<file path="src/rtl/mastermind_scorer.sv">
// Multi-cycle Mastermind scorer: exact matches in PEGS cycles, then colour-only matches in PEGS cycles, then publish.
// Tracks guesses per game and raises sticky win/lose flags.
module mastermind_scorer #(
  parameter  int PEGS        = 4,
  parameter  int COLOR_W     = 3,
  parameter  int MAX_GUESSES = 8,
  localparam int SCORE_W     = $clog2(PEGS + 1),
  localparam int GCNT_W      = $clog2(MAX_GUESSES + 1)
) (
  input  logic                    clk,
  input  logic                    resetn,
  input  logic                    new_game,
  input  logic                    start,
  input  logic [PEGS*COLOR_W-1:0] code,
  input  logic [PEGS*COLOR_W-1:0] guess,
  output logic                    busy,
  output logic                    done,
  output logic [SCORE_W-1:0]      red,
  output logic [SCORE_W-1:0]      white,
  output logic [GCNT_W-1:0]       guess_count,
  output logic                    win,
  output logic                    lose,
  output logic                    game_over
);

  localparam int IDX_W = $clog2(PEGS);
  localparam logic [IDX_W-1:0] LAST_IDX = IDX_W'(PEGS - 1);

  typedef enum logic [1:0] {S_IDLE, S_RED, S_WHITE, S_FIN} state_t;
  typedef logic [PEGS-1:0][COLOR_W-1:0] pegs_t;

  state_t              state_q, state_d;
  logic [IDX_W-1:0]    idx_q, idx_d;
  pegs_t               code_q, code_d;
  pegs_t               guess_q, guess_d;
  logic [PEGS-1:0]     code_used_q, code_used_d;
  logic [PEGS-1:0]     guess_used_q, guess_used_d;
  logic [SCORE_W-1:0]  red_cnt_q, red_cnt_d;
  logic [SCORE_W-1:0]  white_cnt_q, white_cnt_d;
  logic [SCORE_W-1:0]  red_q, red_d;
  logic [SCORE_W-1:0]  white_q, white_d;
  logic [GCNT_W-1:0]   gcnt_q, gcnt_d;
  logic                win_q, win_d;
  logic                lose_q, lose_d;
  logic                done_q, done_d;

  // Lowest unused guess peg whose colour matches the current code peg.
  logic                wfound;
  logic [PEGS-1:0]     wmask;

  always_comb begin
    wfound = 1'b0;
    wmask  = '0;
    for (int j = 0; j < PEGS; j++) begin
      if (!wfound && !guess_used_q[j] && guess_q[j] == code_q[idx_q]) begin
        wfound   = 1'b1;
        wmask[j] = 1'b1;
      end
    end
  end

  always_comb begin
    state_d      = state_q;
    idx_d        = idx_q;
    code_d       = code_q;
    guess_d      = guess_q;
    code_used_d  = code_used_q;
    guess_used_d = guess_used_q;
    red_cnt_d    = red_cnt_q;
    white_cnt_d  = white_cnt_q;
    red_d        = red_q;
    white_d      = white_q;
    gcnt_d       = gcnt_q;
    win_d        = win_q;
    lose_d       = lose_q;
    done_d       = 1'b0;

    if (new_game) begin
      state_d      = S_IDLE;
      idx_d        = '0;
      code_used_d  = '0;
      guess_used_d = '0;
      red_cnt_d    = '0;
      white_cnt_d  = '0;
      red_d        = '0;
      white_d      = '0;
      gcnt_d       = '0;
      win_d        = 1'b0;
      lose_d       = 1'b0;
    end else begin
      case (state_q)
        S_IDLE: begin
          if (start && !(win_q || lose_q)) begin
            code_d       = code;
            guess_d      = guess;
            code_used_d  = '0;
            guess_used_d = '0;
            red_cnt_d    = '0;
            white_cnt_d  = '0;
            idx_d        = '0;
            state_d      = S_RED;
          end
        end
        S_RED: begin
          if (code_q[idx_q] == guess_q[idx_q]) begin
            code_used_d[idx_q]  = 1'b1;
            guess_used_d[idx_q] = 1'b1;
            red_cnt_d           = red_cnt_q + SCORE_W'(1);
          end
          if (idx_q == LAST_IDX) begin
            idx_d   = '0;
            state_d = S_WHITE;
          end else begin
            idx_d = idx_q + IDX_W'(1);
          end
        end
        S_WHITE: begin
          if (!code_used_q[idx_q] && wfound) begin
            guess_used_d = guess_used_q | wmask;
            white_cnt_d  = white_cnt_q + SCORE_W'(1);
          end
          if (idx_q == LAST_IDX) begin
            idx_d   = '0;
            state_d = S_FIN;
          end else begin
            idx_d = idx_q + IDX_W'(1);
          end
        end
        S_FIN: begin
          red_d   = red_cnt_q;
          white_d = white_cnt_q;
          if (gcnt_q != GCNT_W'(MAX_GUESSES)) begin
            gcnt_d = gcnt_q + GCNT_W'(1);
          end
          if (red_cnt_q == SCORE_W'(PEGS)) begin
            win_d = 1'b1;
          end else if (gcnt_q + GCNT_W'(1) == GCNT_W'(MAX_GUESSES)) begin
            lose_d = 1'b1;
          end
          done_d  = 1'b1;
          state_d = S_IDLE;
        end
        default: state_d = S_IDLE;
      endcase
    end
  end

  always_ff @(posedge clk) begin
    if (!resetn) begin
      state_q      <= S_IDLE;
      idx_q        <= '0;
      code_q       <= '0;
      guess_q      <= '0;
      code_used_q  <= '0;
      guess_used_q <= '0;
      red_cnt_q    <= '0;
      white_cnt_q  <= '0;
      red_q        <= '0;
      white_q      <= '0;
      gcnt_q       <= '0;
      win_q        <= 1'b0;
      lose_q       <= 1'b0;
      done_q       <= 1'b0;
    end else begin
      state_q      <= state_d;
      idx_q        <= idx_d;
      code_q       <= code_d;
      guess_q      <= guess_d;
      code_used_q  <= code_used_d;
      guess_used_q <= guess_used_d;
      red_cnt_q    <= red_cnt_d;
      white_cnt_q  <= white_cnt_d;
      red_q        <= red_d;
      white_q      <= white_d;
      gcnt_q       <= gcnt_d;
      win_q        <= win_d;
      lose_q       <= lose_d;
      done_q       <= done_d;
    end
  end

  assign busy        = (state_q != S_IDLE);
  assign done        = done_q;
  assign red         = red_q;
  assign white       = white_q;
  assign guess_count = gcnt_q;
  assign win         = win_q;
  assign lose        = lose_q;
  assign game_over   = win_q | lose_q;

endmodule

</file>
<file path="config.mk">
export PLATFORM = sky130hd
export DESIGN_NAME = mastermind_scorer
export DESIGN_NICKNAME = d
export VERILOG_FILES = /design/src/rtl/mastermind_scorer.sv
export SDC_FILE = /design/constraint.sdc
export NUM_CORES = 1
export LEC_CHECK = 0
export BUFFER_PORTS_ARGS = -buffer_cell sky130_fd_sc_hd__buf_2
export CAP_MARGIN = 20
export CORE_MARGIN = 2
export CORE_UTILIZATION = 50
export DETAILED_ROUTE_END_ITERATION = 8
export PLACE_DENSITY = 0.72
export SLEW_MARGIN = 20
export SYNTH_ARGS = -nofsm -noshare
export SYNTH_HDL_FRONTEND = slang
export SYNTH_SLANG_ARGS = --single-unit
export TNS_END_PERCENT = 1
</file>
<file path="constraint.sdc">
create_clock -name clk -period 5.5 [get_ports clk]
set_clock_uncertainty 0.2 [all_clocks]
set_input_delay 0.275 -clock clk [delete_from_list [all_inputs] [get_ports clk]]
set_output_delay 0.275 -clock clk [all_outputs]
set_load 0.03 [all_outputs]
</file>
==> results.json, run 1 <==
{
  "cts_buffers": 5,
  "hpwl_mm": 4.19,
  "remaining_drc_errors": 0,
  "firstDrtPassIters": 4,
  "drv_cap": 0,
  "status": "finished clean",
  "combPwrFrac_pct": 12.8,
  "post_dp_cell_area_sq_um": 3060,
  "fmax_mhz": 325,
  "post-synth-top-area-cell": "dfxtp_1",
  "wire_per_inst_um": 13.3,
  "ys_seq_area_share_pct": 39.1,
  "rows": 27,
  "synth-edff-count": 0,
  "syn_area_sq_um": 2820,
  "synth_seq_cells": 55,
  "synth_area_leaders": "dfxtp_1 (39%), nand2_1 (8.1%), a21boi_0 (6.4%)",
  "intPower_mw": 0.637,
  "clk_pin_slew_ns": 0.10,
  "synth_ff_type": "dfxtp_1",
  "h-tree-depth": 2,
  "critPathSlowestCell": "mux4_2",
  "critPathBufInv": 0,
  "swShare_pct": 24.1,
  "num_io_pins": 43,
  "drtIter0Drc": 145,
  "yosysMostFrequentCell": "nand2_1",
  "slowest_delay_ns": 0.66,
  "fp.dieH_um": 79.1,
  "critPathRequiredTime_ns": 5.51,
  "async_reset_ff_share_pct": 0,
  "rsz0062_at_grt": "false",
  "yosysWarnings": 0,
  "root_buffer": "clkbuf_8",
  "die_w_um": 79.1,
  "vias": 2275,
  "path_cells": "mux4_2 -> xor2_1 -> or4_4 -> a41oi_4 -> a211oi_1 -> a41o_1",
  "gp_congestion": 0.865,
  "fin_cells": 426,
  "path_class": "reg -> reg",
  "grt_max_degree": 27,
  "critPathLaunchType": "register",
  "syn_nets": 355,
  "maxSlewViolCount": 0,
  "core_sq_um": 5470,
  "cp.arrival_ns": 3.08,
  "fin_crit_sh_pct": 55.9,
  "antenna_found_initial": 0,
  "die_area_sq_um": 6250,
  "hold_viol_final": 0,
  "start_util_pct": 51.5,
  "nets": 395,
  "clkPwrFrac_pct": 37.4,
  "drive_gt1_share_pct": 18.4,
  "cts.path.max_buffers": 2,
  "gr-total-overflow": 0,
  "cts_tree": "done",
  "end_kind": "register",
  "wl_mm": 5.66,
  "syn-instance-count": 313,
  "total_power_mw": 0.839,
  "fin_tns_setup_ns": 0,
  "n_antenna_cell": 0,
  "power_frac_seq_pct": 49.8,
  "synthToLayoutAreaGrowth_pct": 14.5,
  "grt_pass1_vias": 2219,
  "port_buffers": 42,
  "grt_pass1_wl_mm": 10.0,
  "final.min_clock_period_ns": 3.07,
  "crit_fanout": 12,
  "dp_cells": 415,
  "power_density_nw_per_um2": 260,
  "cts_sinks": 55,
  "p_leak_nw": 1.31,
  "synth.top_cell.area_share_pct": 39.1,
  "netlist_top_cells_count": "nand2_1 (61), dfxtp_1 (55), nor2_1 (28)",
  "p_sw_mw": 0.202,
  "final_area_sq_um": 3220,
  "post_cts_buffers": 0,
  "timing.hold.ws_ns": 0.00494,
  "finalSetupViolCount": 0,
  "peakVddDrop_v": 0.000169,
  "relSlewSlack_pct": 47.4,
  "syn_avg_cell_area_sq_um": 9.00,
  "grt_use_total_pct": 20.0,
  "synth_cell_types": 48,
  "ant_nets": 0,
  "via_per_inst": 5.34,
  "critPathTopFamily": "compound AO/OA/AOI/OAI gates",
  "hold_class": "in -> reg",
  "worstSkewPairLatency_ns": 0.30,
  "worst_slew_pin_slew_ns": 0.789
}
==> layer usage <==
metal  GRT usage (%)  vias up  share of wire, %
li1                -     1165                 -
met1            27.0     1054                48
met2            32.9       51                48
met3            3.64        5               3.9
met4            5.86        0              0.76
met5               0        -                 0
==> what timing repair did <==
item / 4_1_cts / 5_1_grt
hold buffers: 3 / 0
endpoints found under the hold margin: 3 / 0
resized for setup: 0 / 0
==> power groups by stage <==
stage / clock network [mW] / logic [mW] / registers [mW]
after CTS: 0.319 / 0.108 / 0.418
after global routing: 0.338 / 0.121 / 0.420
final: 0.313 / 0.108 / 0.418
after detailed placement: 0 / 0.106 / 0.427
after global placement: 0 / 0.103 / 0.427
after floorplan: 0 / 0.0806 / 0.424
==> final cells by class <==
class / count / area (sq um)
Tap cell: 72 / 90.1
Inverter: 15 / 56.3
Sequential cell: 55 / 1100
Fill cell: 494 / 2250
Clock inverter: 3 / 67.6
Multi-Input combinational cell: 230 / 1590
Clock buffer: 5 / 68.8
Timing Repair Buffer: 46 / 248
==> state kept, by name (all words and copies together), names as in the netlist, 3 cells and up <==
| name | flops |
|---|---|
| code_q | 12 |
| code_used_q | 4 |
| guess_count | 4 |
| white | 3 |
| red_cnt_q | 3 |
| red | 3 |
| guess_used_q | 4 |
| guess_q | 12 |
| white_cnt_q | 3 |
==> cell usage in the layout (no fill, tap or decap), types with 2 or more instances in the layout <==
| cell type | synthesis | routed |
|---|---|---|
| nand2_1 | 61 | 61 |
| a21oi_1 | 18 | 18 |
| nand4_1 | 3 | 3 |
| nor2_1 | 28 | 28 |
| xnor2_1 | 7 | 7 |
| nand3b_1 | 2 | 2 |
| ha_1 | 14 | 14 |
| buf_2 | 0 | 42 |
| bufinv_16 | 0 | 2 |
| a211oi_1 | 2 | 2 |
| nor4_1 | 2 | 2 |
| nand2b_1 | 3 | 3 |
| inv_1 | 15 | 15 |
| xor2_1 | 10 | 10 |
| a21boi_0 | 24 | 24 |
| mux2i_1 | 6 | 6 |
| o21ai_0 | 5 | 5 |
| nand3_1 | 4 | 4 |
| or4_4 | 3 | 3 |
| nor3_1 | 5 | 5 |
| dlygate4sd3_1 | 0 | 3 |
| a32oi_1 | 2 | 2 |
| mux4_1 | 4 | 4 |
| dfxtp_1 | 55 | 55 |
| clkbuf_8 | 1 | 5 |
| a21o_2 | 2 | 2 |
| mux4_2 | 3 | 3 |
| or2_2 | 2 | 2 |
==> through the flow <==
stage                     util (%)  setup slack [ns]
after global routing          58.9              2.23
after detailed placement      55.9              2.44
after floorplan                  -              2.75
after CTS                     58.9              2.41
final                         58.9              2.43
after global placement        55.9              2.48
==> path summary, 6_finish.rpt <==
| kind | startpoint | end | slack, ns | cells after the start |
|---|---|---|---|---|
| setup / recovery | idx_q[0] | white_cnt_q[1] | 2.43 | 6 |
| hold / removal | code[2] | code_q[2] | 0.005 | 3 |
| setup reg to reg | idx_q[0] | white_cnt_q[1] | 2.43 | 6 |
| hold reg to reg | code_used_q[2] | code_used_q[2] | 0.27 | 2 |
==> cells by family after synthesis <==
logic type      synth area share (%)
flops                           39.1
compound gates                  17.3
mux                             8.26
simple gates                    19.5
fa+ha+maj                       6.22
buf+inv                         4.35
xor+xnor                        5.29
==> worst min-delay path, stage by stage <==
cell and delay [ns]:
buf_2 0.09, nand2_1 0.04, a21boi_0 0.06
(Power assumes the default switching activity.)
==> run 2: changes to the inputs <==
- ABC_AREA: default -> 1
- PLACE_DENSITY: 0.72 -> 0.71
- clock period: 5.5 -> 3.1 ns (I/O delays scaled with it)
==> run 2 against run 1 <==
Effect of this change: routed wire length grew 15%; global-route usage grew 1.2 points; critical path type unchanged; worst setup slack lost 1.6 ns; design area grew 11%; flip-flop and latch count is the same; first-iteration DRC count shrank 40%; via count grew 22%; critical path depth grew 2; clock power grew 26%; fmax grew 33%; critical endpoint is now code_q[2].
==> results.json, run 2 <==
{
  "cp.arrival_ns": 2.28,
  "grt_max_degree": 49,
  "synthToLayoutAreaGrowth_pct": 18.4,
  "worstSkewPairLatency_ns": 0.31,
  "grt_pass1_vias": 2607,
  "crit_fanout": 48,
  "ant_nets": 0,
  "syn_nets": 464,
  "final_area_sq_um": 3570,
  "grt_pass1_wl_mm": 11.1,
  "critPathRequiredTime_ns": 3.07,
  "power_density_nw_per_um2": 422,
  "layout_common_cells": "nand2_1 (87), inv_1 (60), dfxtp_1 (55), a21oi_1 (52), buf_2 (42)",
  "worst_slew_pin_slew_ns": 0.726,
  "final_common_cell": "nand2_1",
  "ys_seq_area_share_pct": 36.5,
  "synth-edff-count": 0,
  "postCtsResizedCells": 0,
  "post-synth-top-area-cell": "dfxtp_1",
  "status": "finished clean",
  "wl_mm": 6.51,
  "multiInputGateArea_sq_um": 1580,
  "gp_congestion": 0.823,
  "post_cts_buffers": 0,
  "root_buffer": "clkbuf_8",
  "firstDrtPassIters": 4,
  "h-tree-depth": 2,
  "cts_sinks": 55,
  "synth_ff_type": "dfxtp_1",
  "n_fill_cell": 558,
  "synth_cell_types": 29,
  "port_buffers": 42,
  "num_io_pins": 43,
  "drive_gt1_share_pct": 17.4,
  "syn-instance-count": 422,
  "p_leak_nw": 1.60,
  "hold_class": "in -> reg",
  "cts.path.max_buffers": 2,
  "dpl_worst_slack_ns": 0.818,
  "die_area_sq_um": 6670,
  "timing.hold.ws_ns": 0.0683,
  "total_power_mw": 1.50,
  "wire_per_inst_um": 11.7,
  "critPathLaunchType": "register",
  "via_per_inst": 4.97,
  "synth.top_cell.area_share_pct": 36.5,
  "clk_pin_slew_ns": 0.10,
  "rows": 28,
  "path_class": "reg -> reg",
  "peakVddDrop_v": 0.000245,
  "yosysWarnings": 0,
  "die_w_um": 81.6,
  "antenna_found_initial": 0,
  "remaining_drc_errors": 0,
  "drtIter0Drc": 87,
  "fin_ws_ns": 0.793,
  "cts_tree": "done",
  "cts_hold_buf": 24,
  "largestRegisters": "code_q (12), guess_q (12)",
  "n_antenna_cell": 0,
  "yosysMostFrequentCell": "nand2_1",
  "synth_seq_cells": 55,
  "hold_viol_final": 0,
  "post_dp_cell_area_sq_um": 3240,
  "final.min_clock_period_ns": 2.31,
  "gr-total-overflow": 0,
  "relSlewSlack_pct": 51.6,
  "seq_area_sq_um": 1100,
  "synth_area_leaders": "dfxtp_1 (37%), nand2_1 (11%), a21oi_1 (8.6%)",
  "fin_tns_setup_ns": 0,
  "maxSlewViolCount": 0,
  "vias": 2772,
  "netlist_top_cells_count": "nand2_1 (87), inv_1 (60), dfxtp_1 (55)",
  "end_kind": "register",
  "grt_use_total_pct": 21.3,
  "core_sq_um": 5890,
  "finalSetupViolCount": 0,
  "hpwl_mm": 4.51,
  "drv_cap": 0,
  "rsz0062_at_grt": "false",
  "syn_area_sq_um": 3010,
  "fp.dieH_um": 81.6,
  "syn_avg_cell_area_sq_um": 7.14,
  "fin_crit_sh_pct": 74.4,
  "cts_buffers": 5,
  "fmax_mhz": 434,
  "start_util_pct": 51.2,
  "nets": 524,
  "async_reset_ff_share_pct": 0
}
==> run 2: per-layer routing <==
metal	vias up	track usage [%]	wire length, um	part of all wire [%]
met3	11	3.74	232	3.6
met2	54	40.1	3220	49
li1	1467	-	-	-
met1	1240	24.0	2930	45
met5	-	0	0	0
met4	0	7.17	124	1.9
==> run 2: cells by family after synthesis <==
logic type	count (synthesis)	share of synthesized area, %
and+or+nand+nor	173	28.3
AOI/OAI and AO/OA	95	16.4
buffers and inverters	78	11.0
DFF	55	36.5
adders and majority gates	14	5.81
xor gates and xnor gates	7	2.03
==> run 2: power breakdown <==
part | switching, mW | total, mW | internal (mW) | leakage [nW]
clock network | 0.234 | 0.393 | 0.159 | 0.0412
logic | 0.214 | 0.349 | 0.135 | 1.11
registers | 0.0222 | 0.763 | 0.741 | 0.448
total | 0.470 | 1.50 | 1.03 | 1.60
==> run 2: critical path: stages (launching register included) <==
cell     delay (ns)
dfxtp_1        0.35
inv_1          0.09
ha_1           0.23
inv_1          0.14
nor2_1         0.16
inv_1          0.07
or2_2          0.55
o21ai_0        0.30
a21oi_1        0.07
==> run 2: final cells by class <==
class	instances	area share, %
Tap cell	75	2.63
Inverter	63	6.77
Sequential cell	55	30.9
Clock buffer	6	2.03
Clock inverter	2	0.351
Timing Repair Buffer	68	13.0
Multi-Input combinational cell	289	44.3
==> run 2: final timing paths <==
check | slack, ns | to | depth (start not counted) | start
worst max-delay path | 0.79 | code_q[2] | 8 | state_q[0]
worst max register to register | 0.79 | code_q[2] | 8 | state_q[0]
worst min register to register | 0.25 | code_q[8] | 2 | code_q[8]
worst min-delay path | 0.07 | guess_q[0] | 3 | resetn
==> run 2: per-stage QoR <==
| step | util [%] | instances |
|---|---|---|
| floorplan | - | 422 |
| global placement | 55.1 | 526 |
| detailed placement | 55.1 | 526 |
| CTS | 60.6 | 558 |
| global route | 60.6 | 558 |
| finish | 60.6 | 558 |
==> run 3: changes to the inputs <==
- PLACE_DENSITY: 0.71 -> 0.74
- clock period: 3.1 -> 1.9 ns (I/O delays scaled with it)
==> run 3 against run 2 <==
Effect of this change: the run now ends with negative setup slack left; critical path depth is 6 higher; non-clock buffer count is 19 higher; worst setup slack worse by 0.92 ns; highest routed layer unchanged.
==> results.json, run 3 (synthesis results as in run 2) <==
{
  "status": "finished, violations left",
  "failed_checks": "negative setup slack",
  "via_per_inst": 4.97,
  "post_dp_cell_area_sq_um": 3400,
  "h-tree-depth": 2,
  "ant_nets": 0,
  "slowest_delay_ns": 0.40,
  "hold_depth": 4,
  "n_antenna_cell": 0,
  "drv_cap": 0,
  "power_density_nw_per_um2": 669,
  "port_buffers": 42,
  "worst_slew_pin_slew_ns": 0.470,
  "drive_gt1_share_pct": 25.0,
  "path_cells": "buf_8 -> nand2_4 -> nand3_4 -> nand2_4 -> nand2_1 -> nand2_1 -> nand2_2 -> nor2_4 -> nand2_1 -> o21ai_0 -> nand3_2 -> nand2_2 -> inv_1 -> nor2_1",
  "top_layer": "met4",
  "layout_common_cells": "nand2_1 (76), inv_1 (59), dfxtp_1 (53), a21oi_1 (51), buf_2 (42)",
  "combPwrFrac_pct": 26.0,
  "peakVddDrop_v": 0.000453,
  "vias": 2875,
  "finalSetupViolCount": 18,
  "crit_top_cell": "nand2_1",
  "largestRegisters": "code_q (12), guess_q (12)",
  "seq_area_sq_um": 1110,
  "die_area_sq_um": 6670,
  "r2r_slack_ns": -0.12,
  "multiInputGateArea_sq_um": 1710,
  "maxSlewViolCount": 0,
  "wire_per_inst_um": 12.2,
  "p_sw_mw": 0.834,
  "end_kind": "register",
  "path_depth": 14,
  "r2r_end": "guess_used_q[1]",
  "hold_class": "in -> reg",
  "clk_pin_slew_ns": 0.10,
  "hpwl_mm": 5.01,
  "swShare_pct": 31.8,
  "timing.rr.start": "idx_q[0]",
  "num_io_pins": 43,
  "fin_ws_ns": -0.123,
  "root_buffer": "clkbuf_8",
  "wl_met1_mm": 2.98,
  "rows": 28,
  "die_w_um": 81.6,
  "p_leak_nw": 1.79,
  "dr_wl_met2_mm": 3.65,
  "intPower_mw": 1.79,
  "nets": 544,
  "grt_pass1_wl_mm": 11.7,
  "grt_pass1_vias": 2826,
  "final.min_clock_period_ns": 2.02,
  "r2r_cells": 14,
  "gp_congestion": 0.892,
  "cts_buffers": 5,
  "critPathLaunchType": "register",
  "fin_crit_sh_pct": 106,
  "cts_tree": "done",
  "grt_max_degree": 49,
  "hp-start": "new_game",
  "fp.dieH_um": 81.6,
  "whs_endpoint": "code_used_q[3]",
  "dpl_worst_slack_ns": -0.111,
  "core_sq_um": 5890,
  "hold_viol_final": 0,
  "start_util_pct": 51.2,
  "relSlewSlack_pct": 68.4,
  "cts.path.max_buffers": 2,
  "fin_cells": 578,
  "final_area_sq_um": 3920,
  "synthToLayoutAreaGrowth_pct": 30.2,
  "critPathSlowestCell": "dfxtp_4",
  "firstDrtPassIters": 4,
  "wl_mm": 7.07,
  "cp.arrival_ns": 2.07,
  "fmax_mhz": 494,
  "critPathRequiredTime_ns": 1.95,
  "rsz0062_at_grt": "true",
  "dp_cells": 543,
  "power_frac_seq_pct": 47.6,
  "met3_length_um": 236,
  "gr-total-overflow": 0,
  "fin_tns_setup_ns": -0.984,
  "remaining_drc_errors": 0,
  "worstSkewPairLatency_ns": 0.31,
  "cts_sinks": 55,
  "crit_fanout": 5,
  "grt_use_total_pct": 22.3,
  "clkPwrFrac_pct": 26.4,
  "path_class": "reg -> reg",
  "antenna_found_initial": 0,
  "critPathTopFamily": "simple AND/OR/NAND/NOR gates",
  "n_fill_cell": 509,
  "final_common_cell": "nand2_1",
  "critPathBufInv": 2,
  "drtIter0Drc": 100
}
[run 3: worst register-to-register path: stages, from the launching register on]
cell and delay [ns]:
dfxtp_4 0.40, buf_8 0.15, nand2_4 0.08, nand3_4 0.10
nand2_4 0.09, nand2_1 0.05, nand2_1 0.08, nand2_2 0.06
nor2_4 0.14, nand2_1 0.06, o21ai_0 0.26, nand3_2 0.11
nand2_2 0.07, inv_1 0.03, nor2_1 0.07
[run 3: worst max-delay path by stage]
stage / startpoint / to / slack, ns
final: idx_q[0] / guess_used_q[1] / -0.12
after global routing: idx_q[0] / guess_used_q[1] / -0.26
after CTS: idx_q[0] / guess_used_q[1] / -0.05
after detailed placement: idx_q[0] / guess_used_q[3] / -0.11
after global placement: idx_q[0] / white_cnt_q[1] / -0.06
after floorplan: state_q[0] / code_q[0] / 0.006
[run 3: per-layer routing]
layer	up-vias	global-route usage, %
li1	1514	-
met1	1272	23.6
met2	68	42.4
met3	21	3.85
met4	0	10.3
met5	-	0
[run 3: through the flow]
step,hold WS (ns),util (%),power [mW]
after detailed placement,0.184,57.8,1.85
after floorplan,0.0334,-,1.69
after CTS,0.0128,65.2,2.60
after global placement,0.171,57.8,1.84
final,0.0243,66.7,2.62
after global routing,0.0709,66.7,2.77
[run 3: power by group through the flow]
| stage | clock, mW | sequential (mW) | combinational, mW |
|---|---|---|---|
| 4_1_cts | 0.702 | 1.25 | 0.651 |
| 5_1_grt | 0.756 | 1.26 | 0.756 |
| 3_3_place_gp | 0 | 1.27 | 0.569 |
| 2_1_floorplan | 0 | 1.26 | 0.427 |
| 6_report | 0.693 | 1.25 | 0.682 |
| 3_5_place_dp | 0 | 1.27 | 0.583 |
[run 3: final cells by class]
class	instances	area share [%]
Timing Repair Buffer	87	16.9
Inverter	63	6.47
Tap cell	75	2.39
Multi-Input combinational cell	290	43.6
Clock inverter	2	0.415
Sequential cell	55	28.2
Clock buffer	6	2.10
[run 3: what timing repair did]
action,in CTS,in global routing
resized for setup,25,17
buffers inserted,0,1
endpoints found under the hold margin,24,0
pin swaps,8,11
hold buffers,24,0
cloned,1,1
setup endpoints to repair,18,38
